**config.mk**
```make
export PLATFORM = sky130hd
export DESIGN_NAME = fifo_burst_sched
export DESIGN_NICKNAME = d
export VERILOG_FILES = /design/src/rtl/fifo_burst_sched.sv
export SDC_FILE = /design/constraint.sdc
export NUM_CORES = 1
export LEC_CHECK = 0
export ABC_AREA = 1
export CORE_UTILIZATION = 48
export CTS_BUF_LIST = sky130_fd_sc_hd__clkbuf_8
export CTS_CLUSTER_SIZE = 16
export DETAILED_ROUTE_END_ITERATION = 12
export PLACE_DENSITY = 0.8
export SLEW_MARGIN = 20
export SYNTH_ARGS = -nofsm -noshare
export SYNTH_HDL_FRONTEND = slang
export SYNTH_SLANG_ARGS = --single-unit
```
**constraint.sdc**
```tcl
create_clock -name i_clk -period 2.9 [get_ports i_clk]
set_clock_uncertainty 0.1 [all_clocks]
set_input_delay 0.435 -clock i_clk [delete_from_list [all_inputs] [get_ports i_clk]]
set_output_delay 0.435 -clock i_clk [all_outputs]
set_load 0.005 [all_outputs]
```
**src/rtl/fifo_burst_sched.sv**
```systemverilog
// fifo_burst_sched: drains an attached synchronous FIFO into a burst write
// interface. A transfer of i_len beats is cut into bursts of at most
// 2^LGMAXBURST beats; a burst is only issued once the FIFO already holds
// all of its beats, and only one burst is outstanding at a time.
module fifo_burst_sched #(
    parameter int unsigned BW         = 32,
    parameter int unsigned LGFLEN     = 4,
    parameter int unsigned AW         = 32,
    parameter int unsigned LGMAXBURST = 4
) (
    input  logic            i_clk,
    input  logic            i_reset_n,
    input  logic            i_start,
    input  logic [AW-1:0]   i_addr,
    input  logic [15:0]     i_len,
    input  logic [LGFLEN:0] i_fifo_fill,
    input  logic            i_fifo_empty,
    output logic            o_fifo_rd,
    output logic            o_awvalid,
    input  logic            i_awready,
    output logic [AW-1:0]   o_awaddr,
    output logic [7:0]      o_awlen,
    output logic            o_wvalid,
    input  logic            i_wready,
    output logic            o_wlast,
    input  logic            i_bvalid,
    input  logic [1:0]      i_bresp,
    output logic            o_bready,
    output logic            o_busy,
    output logic            o_done,
    output logic            o_err
);

    localparam int unsigned MAXB   = 1 << LGMAXBURST;
    localparam int unsigned BSHIFT = $clog2(BW / 8);

    typedef enum logic [2:0] {
        ST_IDLE,
        ST_WAIT,
        ST_ADDR,
        ST_DATA,
        ST_RESP
    } state_t;

    state_t        state;
    state_t        state_nx;
    logic [AW-1:0] addr;
    logic [15:0]   rem;
    logic [7:0]    beat;
    logic          err;
    logic          done;

    logic [16:0]   blen;
    logic          fill_ok;
    logic          last_beat;
    logic          last_burst;
    logic          bresp_err;

    // Burst length and the conditions derived from it; rem is stable from
    // WAIT through RESP, so blen needs no register of its own.
    always_comb begin
        if (rem >= 16'(MAXB)) begin
            blen = 17'(MAXB);
        end else begin
            blen = {1'b0, rem};
        end
        fill_ok    = (17'(i_fifo_fill) >= blen);
        last_beat  = (17'(beat) == (blen - 17'd1));
        last_burst = ({1'b0, rem} == blen);
        bresp_err  = (i_bresp == 2'b10) || (i_bresp == 2'b11);
    end

    // State register.
    always_ff @(posedge i_clk or negedge i_reset_n) begin
        if (!i_reset_n) begin
            state <= ST_IDLE;
        end else begin
            state <= state_nx;
        end
    end

    // Next-state logic.
    always_comb begin
        state_nx = state;
        case (state)
            ST_IDLE: if (i_start && (i_len != '0)) state_nx = ST_WAIT;
            ST_WAIT: if (fill_ok) state_nx = ST_ADDR;
            ST_ADDR: if (i_awready) state_nx = ST_DATA;
            ST_DATA: if (o_fifo_rd && last_beat) state_nx = ST_RESP;
            ST_RESP: if (i_bvalid) state_nx = last_burst ? ST_IDLE : ST_WAIT;
            default: state_nx = ST_IDLE;
        endcase
    end

    // Output decode from the current state.
    always_comb begin
        o_awvalid = (state == ST_ADDR);
        o_awaddr  = addr;
        o_awlen   = 8'(blen - 17'd1);
        o_wvalid  = (state == ST_DATA) && !i_fifo_empty;
        o_fifo_rd = o_wvalid && i_wready;
        o_wlast   = (state == ST_DATA) && last_beat;
        o_bready  = (state == ST_RESP);
        o_busy    = (state != ST_IDLE);
        o_done    = done;
        o_err     = err;
    end

    // Address, remaining-beat and beat counters, sticky error, done pulse.
    always_ff @(posedge i_clk or negedge i_reset_n) begin
        if (!i_reset_n) begin
            addr <= '0;
            rem  <= '0;
            beat <= '0;
            err  <= 1'b0;
            done <= 1'b0;
        end else begin
            done <= 1'b0;
            case (state)
                ST_IDLE: begin
                    if (i_start) begin
                        addr <= i_addr;
                        rem  <= i_len;
                        err  <= 1'b0;
                        done <= (i_len == '0);
                    end
                end
                ST_ADDR: beat <= '0;
                ST_DATA: begin
                    if (o_fifo_rd) beat <= beat + 8'd1;
                end
                ST_RESP: begin
                    if (i_bvalid) begin
                        if (bresp_err) err <= 1'b1;
                        addr <= addr + (AW'(blen) << BSHIFT);
                        rem  <= rem - blen[15:0];
                        done <= last_burst;
                    end
                end
                default: ;
            endcase
        end
    end

endmodule
```
==> impl_metrics.csv, run 1 <==
group,metric,value,unit
place,port_buffers,108,
layout,fin_nets,979,
global_routing,grtUsageMet3,4.37,%
clock_tree,cts_buffers,9,
logic_synthesis,synth.cell_area,4930,um^2
worst_setup_path,startpoint,"rem[13]",
logic_synthesis,synth_compound_area_share,19.2,%
die,dieHeight,103,um
layout,final_area,7220,um^2
sta,hold_viol_final,0,
global_routing,antenna_found_initial,0,
logic_synthesis,ys_seq_area_share,31.0,%
place,dpl.hpwl,11.3,mm
detailed_routing,ant_nets,0,
sta,maxClockFrequency,318,MHz
worst_setup_path,cp.arrival,3.34,ns
worst_setup_path,required,3.10,ns
clock_tree,cts_root_buffer,"clkbuf_8",
logic_synthesis,synth_top_family_by_area,"simple AND/OR/NAND/NOR gates",
sta,relSlewSlack,57.1,%
clock_tree,clk_path_buf_depth,2,
logic_synthesis,synthXorXnorAreaFrac,3.73,%
worst_setup_path,reg2reg_from,"rem[13]",
logic_synthesis,netlist_instances,703,
layout,drive_above_1_share,20.3,%
layout,layout_commonest_cell,"nand2_1",
sta,drv_slew,0,
worst_setup_path,cp_max_fo,4,
layout,final_cell_mix,"nand2_1 (145), clkdlybuf4s50_1 (99), inv_1 (74)",
die,core_area,9860,um^2
logic_synthesis,synthSimpleGateAreaFrac,31.2,%
global_routing,grtUsageMet2,49.2,%
clock_tree,cts_tree,"yes",
detailed_routing,drtIter0Drc,321,
worst_setup_path,start_kind,"flip-flop",
logic_synthesis,synth_area_per_cell,7.01,um^2
die,dieArea,10700,um^2
global_routing,grt_overflow,0,
layout,syn_to_final_growth,46.6,%
die,row_count,36,
place,gp_congestion,0.934,
global_routing,grt_busiest_layer,"met2",
clock_tree,ctsHtreeMaxLevel,3,
layout,insertedDiodeCount,0,
sta,fin_crit,3.14,ns
die,die_x,103,um
worst_setup_path,end_kind,"flip-flop",
pwr,peakVddDrop,0.508,mV
global_routing,grt_pass1_wl,24.4,mm
pwr,leakage,0.00337,uW
pwr,powerDensity,883,nW/um^2
clock_tree,clk_latency,0.37,ns
worst_setup_path,critical_path_class,"reg -> reg",
status,status,"finished with violations",
place,dp_slack,-0.182,ns
logic_synthesis,yosysWarningCount,0,
sta,setup_viol,17,
logic_synthesis,ys_seq_elements,61,
detailed_routing,first_pass_iters,6,
global_routing,grt_max_degree,66,
logic_synthesis,muxShareOfSynthArea,0,%
global_routing,use_met1,38.4,%
die,start_util,49.9,%
clock_tree,clk_pin_slew,0.07,ns
global_routing,grt_pass1_vias,5275,
sta,tightestPinTransition,0.643,ns
logic_synthesis,synth_cell_types,49,
sta,layout_setup_ws,-0.245,ns
detailed_routing,vias_per_cell,5.46,
global_routing,grt_usage,29.6,%
logic_synthesis,synthAdderAreaFrac,6.50,%
hold_path,min-delay-start,"o_awaddr[1]",
detailed_routing,drcViolationCount,0,
detailed_routing,vias,5621,
place,placed_area,6590,um^2
sta,whs,0.400,ns
pwr,power.total,6380,uW
sta,grt_setup_unrepaired,"yes",
die,ios,110,
job,drv_cap,0,
detailed_routing,wl,15.8,mm
clock_tree,cts.sinks,61,
hold_path,hp-class,"reg -> reg",
status,violations,"setup timing",
layout,nFillCells,759,
sta,post-route-period-util,108,%
detailed_routing,wire_per_inst,15.3,um
## power breakdown
group / total [uW] / leakage [uW] / internal, uW / switching (uW)
clock: 900 / 0.000121 / 525 / 375
combinational: 3870 / 0.00248 / 1800 / 2070
sequential: 1610 / 0.000764 / 1220 / 392
## cell usage after synthesis (all sizes together)
| cell type | n | area (um^2) |
|---|---|---|
| a211oi | 2 | 15.0 |
| a21bo | 1 | 10.0 |
| a21boi | 2 | 15.0 |
| a21o | 1 | 7.51 |
| a21oi | 37 | 196 |
| a221oi | 1 | 8.76 |
| a2bb2oi | 1 | 8.76 |
| a31oi | 3 | 18.8 |
| a32o | 1 | 10.0 |
| and2 | 1 | 6.26 |
| buf | 8 | 42.5 |
| clkbuf | 12 | 45.0 |
| conb | 1 | 3.75 |
| dfrtp | 61 | 1530 |
| fa | 1 | 20.0 |
| ha | 24 | 300 |
| inv | 86 | 323 |
| nand2 | 160 | 633 |
| nand3 | 39 | 235 |
| nand3b | 4 | 30.0 |
| nand4 | 15 | 100 |
| nor2 | 77 | 348 |
| nor3 | 17 | 95.1 |
| nor3b | 2 | 15.0 |
| nor4 | 7 | 43.8 |
| o211ai | 12 | 95.1 |
| o21a | 3 | 22.5 |
| o21ai | 79 | 403 |
| o21bai | 4 | 30.0 |
| o221ai | 4 | 35.0 |
| o22ai | 11 | 68.8 |
| or2 | 5 | 31.3 |
| xnor2 | 11 | 96.3 |
| xor2 | 10 | 87.6 |
## stage by stage
stage	cells	setup TNS, ns	util [%]
after floorplan	714	-0.299	-
after global placement	994	-0.464	66.8
after detailed placement	994	-1.06	66.8
after CTS	1018	-1.03	70.4
after global routing	1030	-5.90	73.2
final	1030	-1.73	73.2
## cells by family (layout without fill, tap and decap cells)
family | count (synthesis) | after routing
simple gates | 327 | 327
buf+inv | 106 | 289
other cells | 1 | 12
fa+ha+maj | 25 | 25
xor+xnor | 21 | 21
compound gates | 162 | 162
flops | 61 | 61
## what timing repair did
item                       in CTS  in global routing
hold buffers                    1                  0
setup endpoints to repair      14                 31
pin swaps                      17                 32
gates cloned                    0                  0
hold endpoints to repair       14                  0
gates resized for setup        28                 43
buffers inserted                8                 15
## final timing paths
kind                                      to  slack (ns)  depth (start not counted)
worst max-delay path            o_awaddr[28]       -0.24                         20
worst min-delay path             o_awaddr[1]        0.40                          2
worst max register to register  o_awaddr[28]       -0.24                         20
worst min register to register   o_awaddr[1]        0.40                          2
max in group asynchronous       o_awaddr[29]        1.55                          3
min in group asynchronous            beat[3]        0.43                          2
## critical path, cell delays in order, from the launching register on
cell      delay [ns]
dfrtp_1         0.39
nor2_2          0.14
nand2_2         0.12
nor2_8          0.13
buf_6           0.11
nand3_4         0.10
inv_4           0.09
ha_4            0.14
inv_4           0.04
fa_2            0.37
nand3b_1        0.18
nand2_2         0.10
a21oi_4         0.08
o21ai_2         0.18
a21oi_2         0.09
o21ai_2         0.21
buf_4           0.16
nand3_2         0.07
nor2_2          0.10
nor2_1          0.05
o21ai_1         0.12
## registers in the layout (all words and copies together) (netlist names)
register	count
state	3
o_err	1
rem	16
o_awaddr	32
beat	8
o_done	1
## cell type report
| cell class | instances | area [um^2] | area share (%) |
|---|---|---|---|
| multi-input combinational | 547 | 3250 | 45.0 |
| tap | 133 | 166 | 2.30 |
| clock inverter | 5 | 73.8 | 1.02 |
| clock buffer | 11 | 151 | 2.10 |
| timing repair buffer | 187 | 1720 | 23.8 |
| inverter | 86 | 335 | 4.64 |
| sequential | 61 | 1530 | 21.1 |
## layer usage
layer	part of all wire, %	wire length, um	up-vias
met5	0	0	-
met1	44	6870	2658
met4	2.5	393	0
li1	-	-	2733
met2	49	7680	197
met3	5.3	833	33
(Power assumes the default switching activity.)
==> run 2: changes to the inputs <==
==> constraint.sdc (replaced) <==
create_clock -name i_clk -period 2.9 [get_ports i_clk]
set_clock_uncertainty 0.1 [all_clocks]
set_input_delay 0.87 -clock i_clk [delete_from_list [all_inputs] [get_ports i_clk]]
set_output_delay 0.87 -clock i_clk [all_outputs]
set_load 0.005 [all_outputs]
==> run 2 against run 1 <==
The flow still finishes with violations (setup timing); utilization is 3.7 points higher; critical path type is now reg -> out; sequential power hardly changed; setup slack worse by 0.22 ns; first-iteration DRC count is 1.2% higher; maximum frequency is 6.5% lower.
==> impl_metrics.csv, run 2 (synthesized netlist as in run 1, its figures left out) <==
group,metric,value,unit
layout,drive_above_1_share,25.8,%
pwr,seqPwrFrac,23.5,%
worst_setup_path,reg2regPathDepth,21,
detailed_routing,drtIter0Drc,325,
place,port_buffers,108,
pwr,p_int,3710,uW
place,placed_cells,1010,
status,status,"finished with violations",
die,start_util,49.9,%
clock_tree,holdBufCountCts,0,
pwr,p_sw,3020,uW
global_routing,grt_usage,31.8,%
worst_setup_path,rrSetupSlack,-0.38,ns
global_routing,grt_overflow,0,
detailed_routing,wl,16.7,mm
worst_setup_path,start_kind,"flip-flop",
worst_setup_path,cp_max_fo,5,
layout,regArea,1530,um^2
detailed_routing,drcViolationCount,0,
clock_tree,ctsHtreeMaxLevel,3,
place,gp_congestion,0.981,
layout,final_util,76.9,%
clock_tree,clk_path_buf_depth,2,
hold_path,min_to,"o_awaddr[1]",
die,row_count,36,
layout,multi_input_area,3390,um^2
pwr,power_frac_clock,11.6,%
sta,fin_crit,3.36,ns
place,dpl.hpwl,11.2,mm
clock_tree,cts.sinks,61,
hold_path,hp-class,"reg -> reg",
global_routing,grt_pass1_vias,5697,
layout,final_area,7590,um^2
worst_setup_path,reg2reg_from,"rem[9]",
clock_tree,clk_pin_slew,0.08,ns
detailed_routing,first_pass_iters,5,
sta,post-route-period-util,116,%
worst_setup_path,cp.arrival,2.39,ns
sta,hold_viol_final,0,
die,die_x,103,um
layout,layout_commonest_cell,"nand2_1",
pwr,switching_share,44.9,%
layout,final_cell_mix,"nand2_1 (140), clkdlybuf4s50_1 (96), buf_4 (91)",
layout,fin_nets,1010,
sta,drv_slew,0,
global_routing,grt_pass1_wl,26.2,mm
clock_tree,cts_buffers,9,
detailed_routing,wire_per_inst,15.7,um
job,drv_cap,0,
layout,largest_reg_flops,32,
global_routing,antenna_found_initial,0,
clock_tree,cts_root_buffer,"clkbuf_8",
pwr,peakVddDrop,0.604,mV
worst_setup_path,required,1.93,ns
layout,syn_to_final_growth,54.0,%
worst_setup_path,reg2reg_to,"o_awaddr[22]",
hold_path,hold_depth,2,
die,ios,110,
clock_tree,clk_latency,0.37,ns
die,dieArea,10700,um^2
detailed_routing,vias,5826,
die,dieHeight,103,um
place,placed_area,6740,um^2
sta,maxClockFrequency,297,MHz
sta,tightestPinTransition,0.665,ns
hold_path,min-delay-start,"o_awaddr[1]",
pwr,leakage,0.00355,uW
sta,relSlewSlack,55.7,%
clock_tree,cts_tree,"yes",
sta,grt_setup_unrepaired,"yes",
die,core_area,9860,um^2
sta,layout_setup_ws,-0.463,ns
detailed_routing,vias_per_cell,5.49,
worst_setup_path,critical_path_class,"reg -> out",
layout,insertedDiodeCount,0,
status,violations,"setup timing",
layout,nFillCells,659,
detailed_routing,ant_nets,0,
pwr,power_frac_comb,64.9,%
global_routing,grt_max_degree,66,
worst_setup_path,end_kind,"output port",
pwr,powerDensity,887,nW/um^2
sta,setup_viol,30,
layout,stdcell_count,1061,
[run 2: worst max-delay path: stages, from the launching register on]
cell	delay [ns]
dfrtp_1	0.40
inv_2	0.08
nand2_2	0.08
nor2_4	0.14
buf_4	0.13
nand2_4	0.06
nor2_4	0.10
inv_2	0.07
ha_4	0.18
inv_4	0.06
buf_6	0.08
nand4_1	0.10
nand3_1	0.11
nand2_1	0.06
nand4_1	0.10
nor2_2	0.05
nand3_1	0.07
nor2_1	0.04
buf_2	0.12
[run 2: timing repair]
action                     in CTS  in global routing
resized for setup              86                 41
pin swaps                      40                 42
buffers inserted               24                 16
setup endpoints to repair      33                 37
[run 2: power groups by stage]
stage                     logic, uW  registers (uW)  clock network (uW)
after floorplan                2050            1550                   0
after CTS                      3950            1560                 778
final                          4370            1580                 781
after detailed placement       3590            1560                   0
after global placement         3500            1550                   0
after global routing           4750            1620                 816
[run 2: how the worst max path moves through the flow]
stage / start / end / slack [ns]
after floorplan: rem[11] / o_awaddr[22] / -0.13
after global placement: rem[11] / o_wlast / -0.49
after detailed placement: rem[11] / o_wlast / -0.55
after CTS: rem[14] / o_wlast / -0.46
after global routing: rem[5] / o_wlast / -0.63
final: rem[5] / o_wlast / -0.46
[run 2: area by class of cell]
cell class	count	area share [%]
multi-input combinational	547	44.6
timing repair buffer	218	26.1
sequential	61	20.1
inverter	86	4.45
tap	133	2.19
clock buffer	10	1.81
clock inverter	6	0.726
[run 2: layer usage]
metal  track usage, %  part of all wire, %  up-vias
met5                0                    0        -
met4             17.7                  4.0        0
met3             3.90                  6.0       57
met2             53.9                   48      244
met1             39.4                   42     2724
li1                 -                    -     2801
[run 2: stage by stage]
| step | hold WS [ns] | setup TNS [ns] | total power (uW) | setup WS (ns) |
|---|---|---|---|---|
| after floorplan | 0.365 | -0.399 | 3610 | -0.133 |
| after global placement | 0.356 | -3.94 | 5050 | -0.487 |
| after detailed placement | 0.367 | -5.46 | 5150 | -0.546 |
| after CTS | 0.385 | -5.08 | 6290 | -0.460 |
| after global routing | 0.418 | -10.16 | 7190 | -0.625 |
| final | 0.382 | -6.14 | 6730 | -0.463 |
==> run 3: changes to the inputs <==
--- a/config.mk
+++ b/config.mk
@@ -11,6 +11,7 @@
 export CTS_CLUSTER_SIZE = 16
 export DETAILED_ROUTE_END_ITERATION = 12
 export PLACE_DENSITY = 0.8
+export SKIP_LAST_GASP = 1
 export SLEW_MARGIN = 20
 export SYNTH_ARGS = -nofsm -noshare
 export SYNTH_HDL_FRONTEND = slang
==> run 3 against run 2 <==
Cell count decreased by 0.19%; worst hold slack improved by 0.00053 ns; via count down 0.39%; die area is the same; wire length down 1.3%; combinational power is 1% lower; sequential cell count stayed put; sequential share of layout area about the same; non-clock buffer count shrank 2; the flow still finishes with violations (setup timing); power down 0.92%; clock power is essentially flat; register-to-register slack better by 0.02 ns.
==> impl_metrics.csv, run 3 (synthesized netlist as in run 1, its figures left out) <==
group,metric,value,unit
detailed_routing,wire_per_inst,15.5,um
worst_setup_path,reg2reg_to,"o_awaddr[22]",
detailed_routing,drcViolationCount,0,
layout,syn_to_final_growth,53.8,%
clock_tree,cts_root_buffer,"clkbuf_8",
worst_setup_path,cp.arrival,2.39,ns
pwr,switching_share,44.7,%
status,status,"finished with violations",
worst_setup_path,path_cells,"nor2_1 -> nand2_2 -> nor2_8 -> buf_4 -> buf_6 -> buf_6 -> nand3_2 -> inv_2 -> nand3_2 -> nand3_1 -> nand2_1 -> nor2_2 -> nand3_1 -> nor2_1 -> buf_2",
pwr,leakage,0.00355,uW
sta,layout_setup_ws,-0.462,ns
die,ios,110,
job,drv_cap,0,
global_routing,grt_overflow,0,
clock_tree,clk_latency,0.36,ns
detailed_routing,ant_nets,0,
detailed_routing,first_pass_iters,5,
layout,drive_above_1_share,25.5,%
sta,hold_viol_final,0,
status,violations,"setup timing",
pwr,power_frac_comb,64.6,%
sta,maxClockFrequency,297,MHz
place,dpl.hpwl,11.2,mm
global_routing,grt_pass1_wl,26.1,mm
worst_setup_path,critical_path_class,"reg -> out",
clock_tree,clk_path_buf_depth,2,
clock_tree,cts_buffers,9,
worst_setup_path,slowest_stage,"dfrtp_1",
layout,layout_commonest_cell,"nand2_1",
clock_tree,cts.sinks,61,
die,die_x,103,um
die,row_count,36,
worst_setup_path,reg2reg_from,"rem[9]",
die,dieHeight,103,um
sta,post-route-period-util,116,%
pwr,peakVddDrop,0.576,mV
detailed_routing,met2WireLength,7.92,mm
clock_tree,cts_tree,"yes",
detailed_routing,vias,5803,
sta,grt_setup_unrepaired,"yes",
detailed_routing,route.met3.wl,1.11,mm
sta,setup_viol,31,
global_routing,antenna_found_initial,0,
detailed_routing,drtIter0Drc,324,
worst_setup_path,start_kind,"flip-flop",
worst_setup_path,slowest_delay,0.39,ns
die,dieArea,10700,um^2
die,start_util,49.9,%
die,core_area,9860,um^2
sta,fin_tns_setup,-6.09,ns
hold_path,hp-class,"reg -> reg",
clock_tree,clk_pin_slew,0.08,ns
place,port_buffers,108,
worst_setup_path,end_kind,"output port",
worst_setup_path,rrSetupSlack,-0.36,ns
pwr,p_int,3690,uW
sta,relSlewSlack,56.4,%
worst_setup_path,startpoint,"rem[9]",
detailed_routing,wl,16.4,mm
detailed_routing,vias_per_cell,5.48,
global_routing,grt_pass1_vias,5687,
pwr,p_sw,2980,uW
sta,tightestPinTransition,0.655,ns
worst_setup_path,required,1.93,ns
detailed_routing,wirelength_met1,6.67,mm
worst_setup_path,reg2regPathDepth,21,
pwr,seqPwrFrac,23.7,%
sta,drv_slew,0,
global_routing,grt_usage,31.6,%
pwr,power_frac_clock,11.7,%
global_routing,grt_max_degree,66,
place,gp_congestion,0.981,
pwr,powerDensity,880,nW/um^2
layout,final_util,76.8,%
detailed_routing,highest_layer,"met4",
worst_setup_path,cp_max_fo,3,
layout,final_cell_mix,"nand2_1 (137), clkdlybuf4s50_1 (96), buf_4 (86)",
clock_tree,ctsHtreeMaxLevel,3,
sta,fin_crit,3.36,ns
layout,fin_nets,1008,
layout,largest_reg_flops,32,
layout,insertedDiodeCount,0,
worst_setup_path,crit_end,"o_wlast",
[run 3: cell types whose count changed in the layout (fill, tap and decap cells not counted), moves of 3 or more]
| cell | before | now |
|---|---|---|
| nand2_2 | 16 | 19 |
| buf_6 | 16 | 20 |
| buf_4 | 91 | 86 |
| nand2_1 | 140 | 137 |
[run 3: what timing repair did]
item / 4_1_cts / 5_1_grt
hold buffers: 0 / 0
pin swaps: 39 / 42
endpoints found under the setup margin: 33 / 38
resized for setup: 80 / 49
buffers inserted: 24 / 16
[run 3: metal layers]
metal,track usage (%),vias to the layer above
met5,0,-
met4,18.1,0
met3,3.97,56
met2,53.6,263
met1,38.9,2695
li1,-,2789
[run 3: per-stage QoR]
stage | worst slack, ns | cell area (um^2) | std cells | hold slack [ns] | power (uW)
2_1_floorplan | -0.133 | 5000 | 714 | 0.365 | 3610
3_3_place_gp | -0.487 | 6740 | 1010 | 0.356 | 5050
3_5_place_dp | -0.546 | 6740 | 1010 | 0.367 | 5150
4_1_cts | -0.460 | 7320 | 1049 | 0.385 | 6280
5_1_grt | -0.641 | 7580 | 1059 | 0.418 | 7140
6_report | -0.462 | 7580 | 1059 | 0.382 | 6670
[run 3: worst min-delay path by stage]
| stage | from | to | depth (start not counted) |
|---|---|---|---|
| 6_report | o_awaddr[1] | o_awaddr[1] | 2 |
| 3_5_place_dp | o_awaddr[1] | o_awaddr[1] | 2 |
| 2_1_floorplan | o_awaddr[0] | o_awaddr[0] | 2 |
| 4_1_cts | o_awaddr[1] | o_awaddr[1] | 2 |
| 5_1_grt | o_awaddr[1] | o_awaddr[1] | 2 |
| 3_3_place_gp | o_awaddr[0] | o_awaddr[0] | 2 |
[run 3: power by group through the flow]
stage / Combinational, uW / Clock (uW) / Sequential, uW
2_1_floorplan: 2050 / 0 / 1550
3_3_place_gp: 3500 / 0 / 1550
3_5_place_dp: 3590 / 0 / 1560
4_1_cts: 3940 / 778 / 1560
5_1_grt: 4700 / 817 / 1620
6_report: 4310 / 780 / 1580
[run 3: critical path: cells and delay by family, from the launching register on]
family	cells	cell delay, ns
flip-flops	1	0.39
AND/OR/NAND/NOR	10	1.10
buffers and inverters	5	0.53
[run 3: area by class of cell]
class,count,area (um^2)
Multi-Input combinational cell,547,3380
Timing Repair Buffer,216,1980
Inverter,86,338
Tap cell,133,166
Clock inverter,6,55.1
Fill cell,665,2290
Clock buffer,10,138
Sequential cell,61,1530
